File: config.mk
export PLATFORM = sky130hd
export DESIGN_NAME = fetch_unit_flat
export DESIGN_NICKNAME = d
export VERILOG_FILES = /design/src/rtl/fetch_unit_if.sv /design/src/rtl/fetch_unit.sv /design/src/flat_wrapper.sv
export SDC_FILE = /design/constraint.sdc
export NUM_CORES = 1
export LEC_CHECK = 0
export CAP_MARGIN = 40
export CORE_AREA = 2 2 110 85
export DETAILED_ROUTE_END_ITERATION = 10
export DIE_AREA = 0 0 112 87
export PLACE_DENSITY = 0.66
export SYNTH_ARGS = -nofsm -noshare
export SYNTH_HDL_FRONTEND = slang
export SYNTH_SLANG_ARGS = --single-unit
File: constraint.sdc
create_clock -name clk -period 4.6 [get_ports clk]
set_clock_uncertainty 0.05 [all_clocks]
set_input_delay 0.46 -clock clk [delete_from_list [all_inputs] [get_ports clk]]
set_output_delay 0.46 -clock clk [all_outputs]
set_load 0.02 [all_outputs]
File: src/rtl/fetch_unit_if.sv
// Fetch-stage bus bundle: instruction-memory req/ack channel plus the decoder-facing
// opcode, stall and redirect signals. master = fetch unit, slave = memory/decoder side.
interface fetch_unit_if #(
    parameter int unsigned PC_W = 8
);
    logic            imem_req;
    logic [PC_W-1:0] imem_addr;
    logic            imem_ack;
    logic [7:0]      imem_data;
    logic            stall_in;
    logic            redirect_en;
    logic [PC_W-1:0] redirect_pc;
    logic [7:0]      opcode;
    logic            opcode_valid;
    logic [PC_W-1:0] opcode_pc;

    modport master (
        output imem_req, imem_addr, opcode, opcode_valid, opcode_pc,
        input  imem_ack, imem_data, stall_in, redirect_en, redirect_pc
    );

    modport slave (
        input  imem_req, imem_addr, opcode, opcode_valid, opcode_pc,
        output imem_ack, imem_data, stall_in, redirect_en, redirect_pc
    );
endinterface

File: src/rtl/fetch_unit.sv
// Instruction fetch stage: PC, req/ack byte fetches, prefetch FIFO feeding the decoder.
// Optional macro FETCH_PERF_EN adds saturating stall/drop performance counters.
module fetch_unit #(
    parameter int unsigned     PC_W     = 8,
    parameter int unsigned     DEPTH    = 4,
    parameter logic [PC_W-1:0] RESET_PC = '0
) (
    input  logic         clk,
    input  logic         async_rst_n,
    fetch_unit_if.master bus
`ifdef FETCH_PERF_EN
    ,
    output logic [15:0]  perf_stall_cnt,
    output logic [15:0]  perf_drop_cnt
`endif
);
    localparam int unsigned      PTR_W = (DEPTH > 1) ? $clog2(DEPTH) : 1;
    localparam int unsigned      CNT_W = $clog2(DEPTH + 1);
    localparam logic [CNT_W-1:0] FULL  = CNT_W'(DEPTH);

    typedef enum logic {ST_RUN, ST_DROP} state_t;

    state_t           r_state, w_state_next;
    logic [PC_W-1:0]  r_pc, r_saved_pc;
    logic [PTR_W-1:0] r_wr_ptr, r_rd_ptr;
    logic [CNT_W-1:0] r_count;
    logic [PC_W-1:0]  r_mem_pc   [DEPTH];
    logic [7:0]       r_mem_data [DEPTH];

    logic w_req, w_ack_hit, w_valid, w_push, w_pop, w_redirect_drop;

    assign w_valid         = (r_count != '0);
    assign w_ack_hit       = w_req && bus.imem_ack;
    assign w_push          = w_ack_hit && (r_state == ST_RUN) && !bus.redirect_en;
    assign w_pop           = w_valid && !bus.stall_in && !bus.redirect_en;
    // A redirect while a request is still outstanding must wait out that request.
    assign w_redirect_drop = bus.redirect_en && w_req && !bus.imem_ack;

    // NOTE: sequential state uses non-blocking <= so every flop samples pre-edge values.
    always_ff @(posedge clk or negedge async_rst_n) begin
        if (!async_rst_n) begin
            r_state <= ST_RUN;
        end else begin
            r_state <= w_state_next;
        end
    end

    // NOTE: every combinational output gets a default first, so no path infers a latch.
    always_comb begin
        w_state_next = r_state;
        if (bus.redirect_en) begin
            w_state_next = w_redirect_drop ? ST_DROP : ST_RUN;
        end else if ((r_state == ST_DROP) && w_ack_hit) begin
            w_state_next = ST_RUN;
        end
    end

    always_comb begin
        w_req = 1'b0;
        if (async_rst_n) begin
            case (r_state)
                ST_RUN:  w_req = (r_count < FULL);
                ST_DROP: w_req = 1'b1;
                default: w_req = 1'b0;
            endcase
        end
    end

    // r_pc is the outstanding fetch address; while dropping, the redirect target waits in r_saved_pc.
    always_ff @(posedge clk or negedge async_rst_n) begin
        if (!async_rst_n) begin
            r_pc       <= RESET_PC;
            r_saved_pc <= RESET_PC;
            r_wr_ptr   <= '0;
            r_rd_ptr   <= '0;
            r_count    <= '0;
        end else if (bus.redirect_en) begin
            r_wr_ptr <= '0;
            r_rd_ptr <= '0;
            r_count  <= '0;
            if (w_redirect_drop) begin
                r_saved_pc <= bus.redirect_pc;
            end else begin
                r_pc <= bus.redirect_pc;
            end
        end else begin
            if (w_push) begin
                r_wr_ptr <= r_wr_ptr + PTR_W'(1);
                r_pc     <= r_pc + PC_W'(1);
            end else if ((r_state == ST_DROP) && w_ack_hit) begin
                r_pc <= r_saved_pc;
            end
            if (w_pop) begin
                r_rd_ptr <= r_rd_ptr + PTR_W'(1);
            end
            if (w_push && !w_pop) begin
                r_count <= r_count + CNT_W'(1);
            end else if (!w_push && w_pop) begin
                r_count <= r_count - CNT_W'(1);
            end
        end
    end

    // NOTE: the storage array is not reset; only entries below r_count are ever presented.
    always_ff @(posedge clk) begin
        if (w_push) begin
            r_mem_pc[r_wr_ptr]   <= r_pc;
            r_mem_data[r_wr_ptr] <= bus.imem_data;
        end
    end

    assign bus.imem_req     = w_req;
    assign bus.imem_addr    = r_pc;
    assign bus.opcode_valid = w_valid;
    assign bus.opcode       = w_valid ? r_mem_data[r_rd_ptr] : 8'h00;
    assign bus.opcode_pc    = w_valid ? r_mem_pc[r_rd_ptr] : '0;

`ifdef FETCH_PERF_EN
    logic [15:0]      r_perf_stall, r_perf_drop;
    logic [CNT_W-1:0] w_drop_inc;
    logic [16:0]      w_drop_sum;

    // Discarded bytes: flushed entries plus any ack whose data is thrown away.
    always_comb begin
        w_drop_inc = '0;
        if (bus.redirect_en) begin
            w_drop_inc = r_count + CNT_W'(w_ack_hit);
        end else if ((r_state == ST_DROP) && w_ack_hit) begin
            w_drop_inc = CNT_W'(1);
        end
    end

    assign w_drop_sum = {1'b0, r_perf_drop} + 17'(w_drop_inc);

    always_ff @(posedge clk or negedge async_rst_n) begin
        if (!async_rst_n) begin
            r_perf_stall <= '0;
            r_perf_drop  <= '0;
        end else begin
            if (w_valid && bus.stall_in && (r_perf_stall != 16'hFFFF)) begin
                r_perf_stall <= r_perf_stall + 16'd1;
            end
            r_perf_drop <= w_drop_sum[16] ? 16'hFFFF : w_drop_sum[15:0];
        end
    end

    assign perf_stall_cnt = r_perf_stall;
    assign perf_drop_cnt  = r_perf_drop;
`endif
endmodule

File: src/flat_wrapper.sv
// flat-port wrapper written by rule: the top's interface ports become plain ports
module fetch_unit_flat 
#(
    parameter int unsigned     PC_W     = 8,
    parameter int unsigned     DEPTH    = 4,
    parameter logic [PC_W-1:0] RESET_PC = '0
)
  (clk, async_rst_n, bus_imem_req, bus_imem_addr, bus_opcode, bus_opcode_valid, bus_opcode_pc, bus_imem_ack, bus_imem_data, bus_stall_in, bus_redirect_en, bus_redirect_pc);
  fetch_unit_if #(.PC_W(PC_W)) bus_i ();
  input  logic clk;
  input  logic async_rst_n;
  output wire logic [$bits(bus_i.imem_req)-1:0] bus_imem_req;
  output wire logic [$bits(bus_i.imem_addr)-1:0] bus_imem_addr;
  output wire logic [$bits(bus_i.opcode)-1:0] bus_opcode;
  output wire logic [$bits(bus_i.opcode_valid)-1:0] bus_opcode_valid;
  output wire logic [$bits(bus_i.opcode_pc)-1:0] bus_opcode_pc;
  input wire logic [$bits(bus_i.imem_ack)-1:0] bus_imem_ack;
  input wire logic [$bits(bus_i.imem_data)-1:0] bus_imem_data;
  input wire logic [$bits(bus_i.stall_in)-1:0] bus_stall_in;
  input wire logic [$bits(bus_i.redirect_en)-1:0] bus_redirect_en;
  input wire logic [$bits(bus_i.redirect_pc)-1:0] bus_redirect_pc;
  assign bus_imem_req = bus_i.imem_req;
  assign bus_imem_addr = bus_i.imem_addr;
  assign bus_opcode = bus_i.opcode;
  assign bus_opcode_valid = bus_i.opcode_valid;
  assign bus_opcode_pc = bus_i.opcode_pc;
  assign bus_i.imem_ack = bus_imem_ack;
  assign bus_i.imem_data = bus_imem_data;
  assign bus_i.stall_in = bus_stall_in;
  assign bus_i.redirect_en = bus_redirect_en;
  assign bus_i.redirect_pc = bus_redirect_pc;
  fetch_unit #(.PC_W(PC_W), .DEPTH(DEPTH), .RESET_PC(RESET_PC)) u_core (.clk(clk), .async_rst_n(async_rst_n), .bus(bus_i));
endmodule
==> run metrics <==
sequence of cells on the critical path buf_8, mux4_2, and2b_1, clkdlybuf4s50_1; CTS resizes 0; ys flop type edfxtp_1; Mapped Area 0.00382 sq mm; Slowest cell on crit path dfrtp_1; Synth area leaders edfxtp_1, dfrtp_1, mux4_2; CORE AREA 0.00878 sq mm; status complete, no violations; YS warnings 0; final hold viol count 0; routed len/inst 17.5 microns; largest net degree at the start of global routing 28; minimum clock period after layout 3.02 ns; biggest area consumer among synthesized cells edfxtp_1; number of synthesized flops with an enable pin 64; initial antenna violation count 0; crit end category output pin; Critical Path RT 4.09 ns; die area 0.00974 sq mm; kind of critical path reg2out; R2R cell count 3; Pwr per Cell Area 565 mW/mm^2; FF-to-FF Start u_core.r_count[2]; initial drt markers 122; r2r setup slk 1.96 ns; Lkg Pwr 1.65 nW; area grow syn2layout 23.1%; Gate Count Post-Synth 242; CTS tree built; Initial Utilization 43.5%; crit start category flip-flop; post-CTS setup buffer count 0; max incr delay on CP 0.71 ns; first-pass GRT wire length 11.3 mm; Row Count 30; die width 112 microns; Worst Setup SP u_core.r_rd_ptr[0]; CTS Buf Count 9; post-synth net total 269; max cap viols 0; H-tree depth 3; Max Slew Vio Count 0; most common cell in the netlist edfxtp_1; Clock Pin Slew Worst Setup and Hold Paths 0.06 ns; post-route ant nets 0; Avg Cell Area, Syn 15.8 sq um; routability cong. 0.769; vias in the first global route 2122; period utilization 65.7%; Worst Path Max Fanout 10; Worst R2R End u_core.r_mem_data[0][3]; diode count 0; I/O pin cnt 47; maximum vdd drop 0.000303 V; Final nets 321; die height 87 microns; Initial DRT Pass Iterations 4; vias 2174; CTS max path bufs 2; Worst Path Arrival 2.51 ns; # clock sinks 88; HP Class reg2reg; #FFs+latches synth 88; RSZ-0062 raised after global routing false; most common library cells after synthesis edfxtp_1, dfrtp_1, mux4_2; Final setup viols 0; Tightest Pin Transition 0.842 ns; I/O Buffers 46; gr usage total 15.6%; Worst-Skew Late Latency 0.33 ns; register area share after synthesis 66.0%; DRT Wirelength 7.18 mm; Achievable Freq 331 MHz; share of flip-flops with an asynchronous set or reset 27.3%; Setup crit end bus_opcode_pc[2]; fin area 0.00470 sq mm; setup TNS 0 ns; share of layout cells above drive strength 1 16.7%; DRC viols 0; area share of the largest cell type after synthesis 50.3%; Unique masters post-synth 45; grt total ovfl 0; hpwl dp 4.93 mm; vias per cell 5.29; relative max-transition margin 43.9%; WHS 0.447 ns; Hold-fix buffers, CTS 0; DP Area 0.00443 sq mm; root buffer cell clkbuf_16
[per-layer routing]
layer / vias to the layer above / part of all wire [%] / routed length [microns] / global-route usage (%)
met5: - / 0 / 0 / 0
met4: 0 / 0.61 / 44 / 4.88
met3: 4 / 6.2 / 447 / 4.59
met2: 65 / 48 / 3440 / 24.4
met1: 1072 / 45 / 3250 / 21.5
li1: 1033 / - / - / -
[worst max-delay path: cells and delay by family (launching register included)]
family                 cells  cell delay, ns
flip-flops                 1            0.71
multiplexers               1            0.53
AND/OR/NAND/NOR            1            0.18
buffers and inverters      2            0.77
[state kept, by name, indices dropped and copies added, names as in the netlist]
name	cells
u_core.r_count	3
u_core.r_saved_pc	8
u_core.r_rd_ptr	2
u_core.r_state	1
u_core.r_mem_data	32
u_core.r_mem_pc	32
u_core.bus.imem_addr	8
u_core.r_wr_ptr	2
[power breakdown]
| part | total (W) | switching (W) | internal, W |
|---|---|---|---|
| Sequential | 0.00109 | 0.000128 | 0.000957 |
| Combinational | 0.000919 | 0.000429 | 0.000490 |
| Clock | 0.000654 | 0.000285 | 0.000368 |
[cell families after synthesis]
kind of cell | synth area share, %
simple gates | 9.76
buf+inv | 2.10
compound gates | 5.99
flops | 66.0
fa+ha+maj | 2.16
xor+xnor | 0.688
mux | 13.3
[area by class of cell]
type / instances / area [sq um]
Fill cell: 750 / 4080
Sequential cell: 88 / 2520
Multi-Input combinational cell: 134 / 1220
Timing Repair Buffer: 51 / 505
Clock buffer: 10 / 229
Tap cell: 112 / 140
Clock inverter: 6 / 45.0
Inverter: 10 / 37.5
[worst min-delay path by stage]
stage,startpoint,endpoint,slack [ns],cells after the start
after CTS,u_core.r_saved_pc[6],u_core.r_saved_pc[6],0.45,1
final,u_core.r_saved_pc[6],u_core.r_saved_pc[6],0.45,1
after global placement,u_core.r_saved_pc[6],u_core.r_saved_pc[6],0.43,1
after global routing,u_core.r_saved_pc[4],u_core.r_saved_pc[4],0.47,1
after detailed placement,u_core.r_saved_pc[6],u_core.r_saved_pc[6],0.44,1
after floorplan,async_rst_n,u_core.bus.imem_addr[0],0.11,0
[placed cells by master, fill, tap and decap left out, types with 2 or more instances in the layout]
cell type and n:
o2bb2ai_1 2, clkinv_2 2, nor2b_1 12, nor3b_1 2, edfxtp_1 64, mux2_2 12
ha_1 5, o31ai_1 3, xnor2_1 3, nand2b_1 3, clkdlybuf4s50_1 46, clkbuf_16 9
inv_1 10, nor2_1 13, a21oi_1 5, a22oi_1 4, buf_4 4, nand3_1 2
nand4_1 2, and2b_1 7, dfrtp_1 24, a22o_1 4, o21ai_0 2, and2_1 7
clkinv_4 3, a32o_1 2, nand2_1 8, mux4_2 16
[stage by stage]
stage,instances,setup slack (ns),util (%),total power (W)
after floorplan,242,2.52,-,0.00162
after global placement,394,1.59,50.2,0.00200
after detailed placement,395,1.49,50.4,0.00203
after CTS,411,1.53,53.5,0.00269
after global routing,411,1.44,53.5,0.00280
final,411,1.58,53.5,0.00266
No activity file was read; power rests on OpenSTA's default activity.
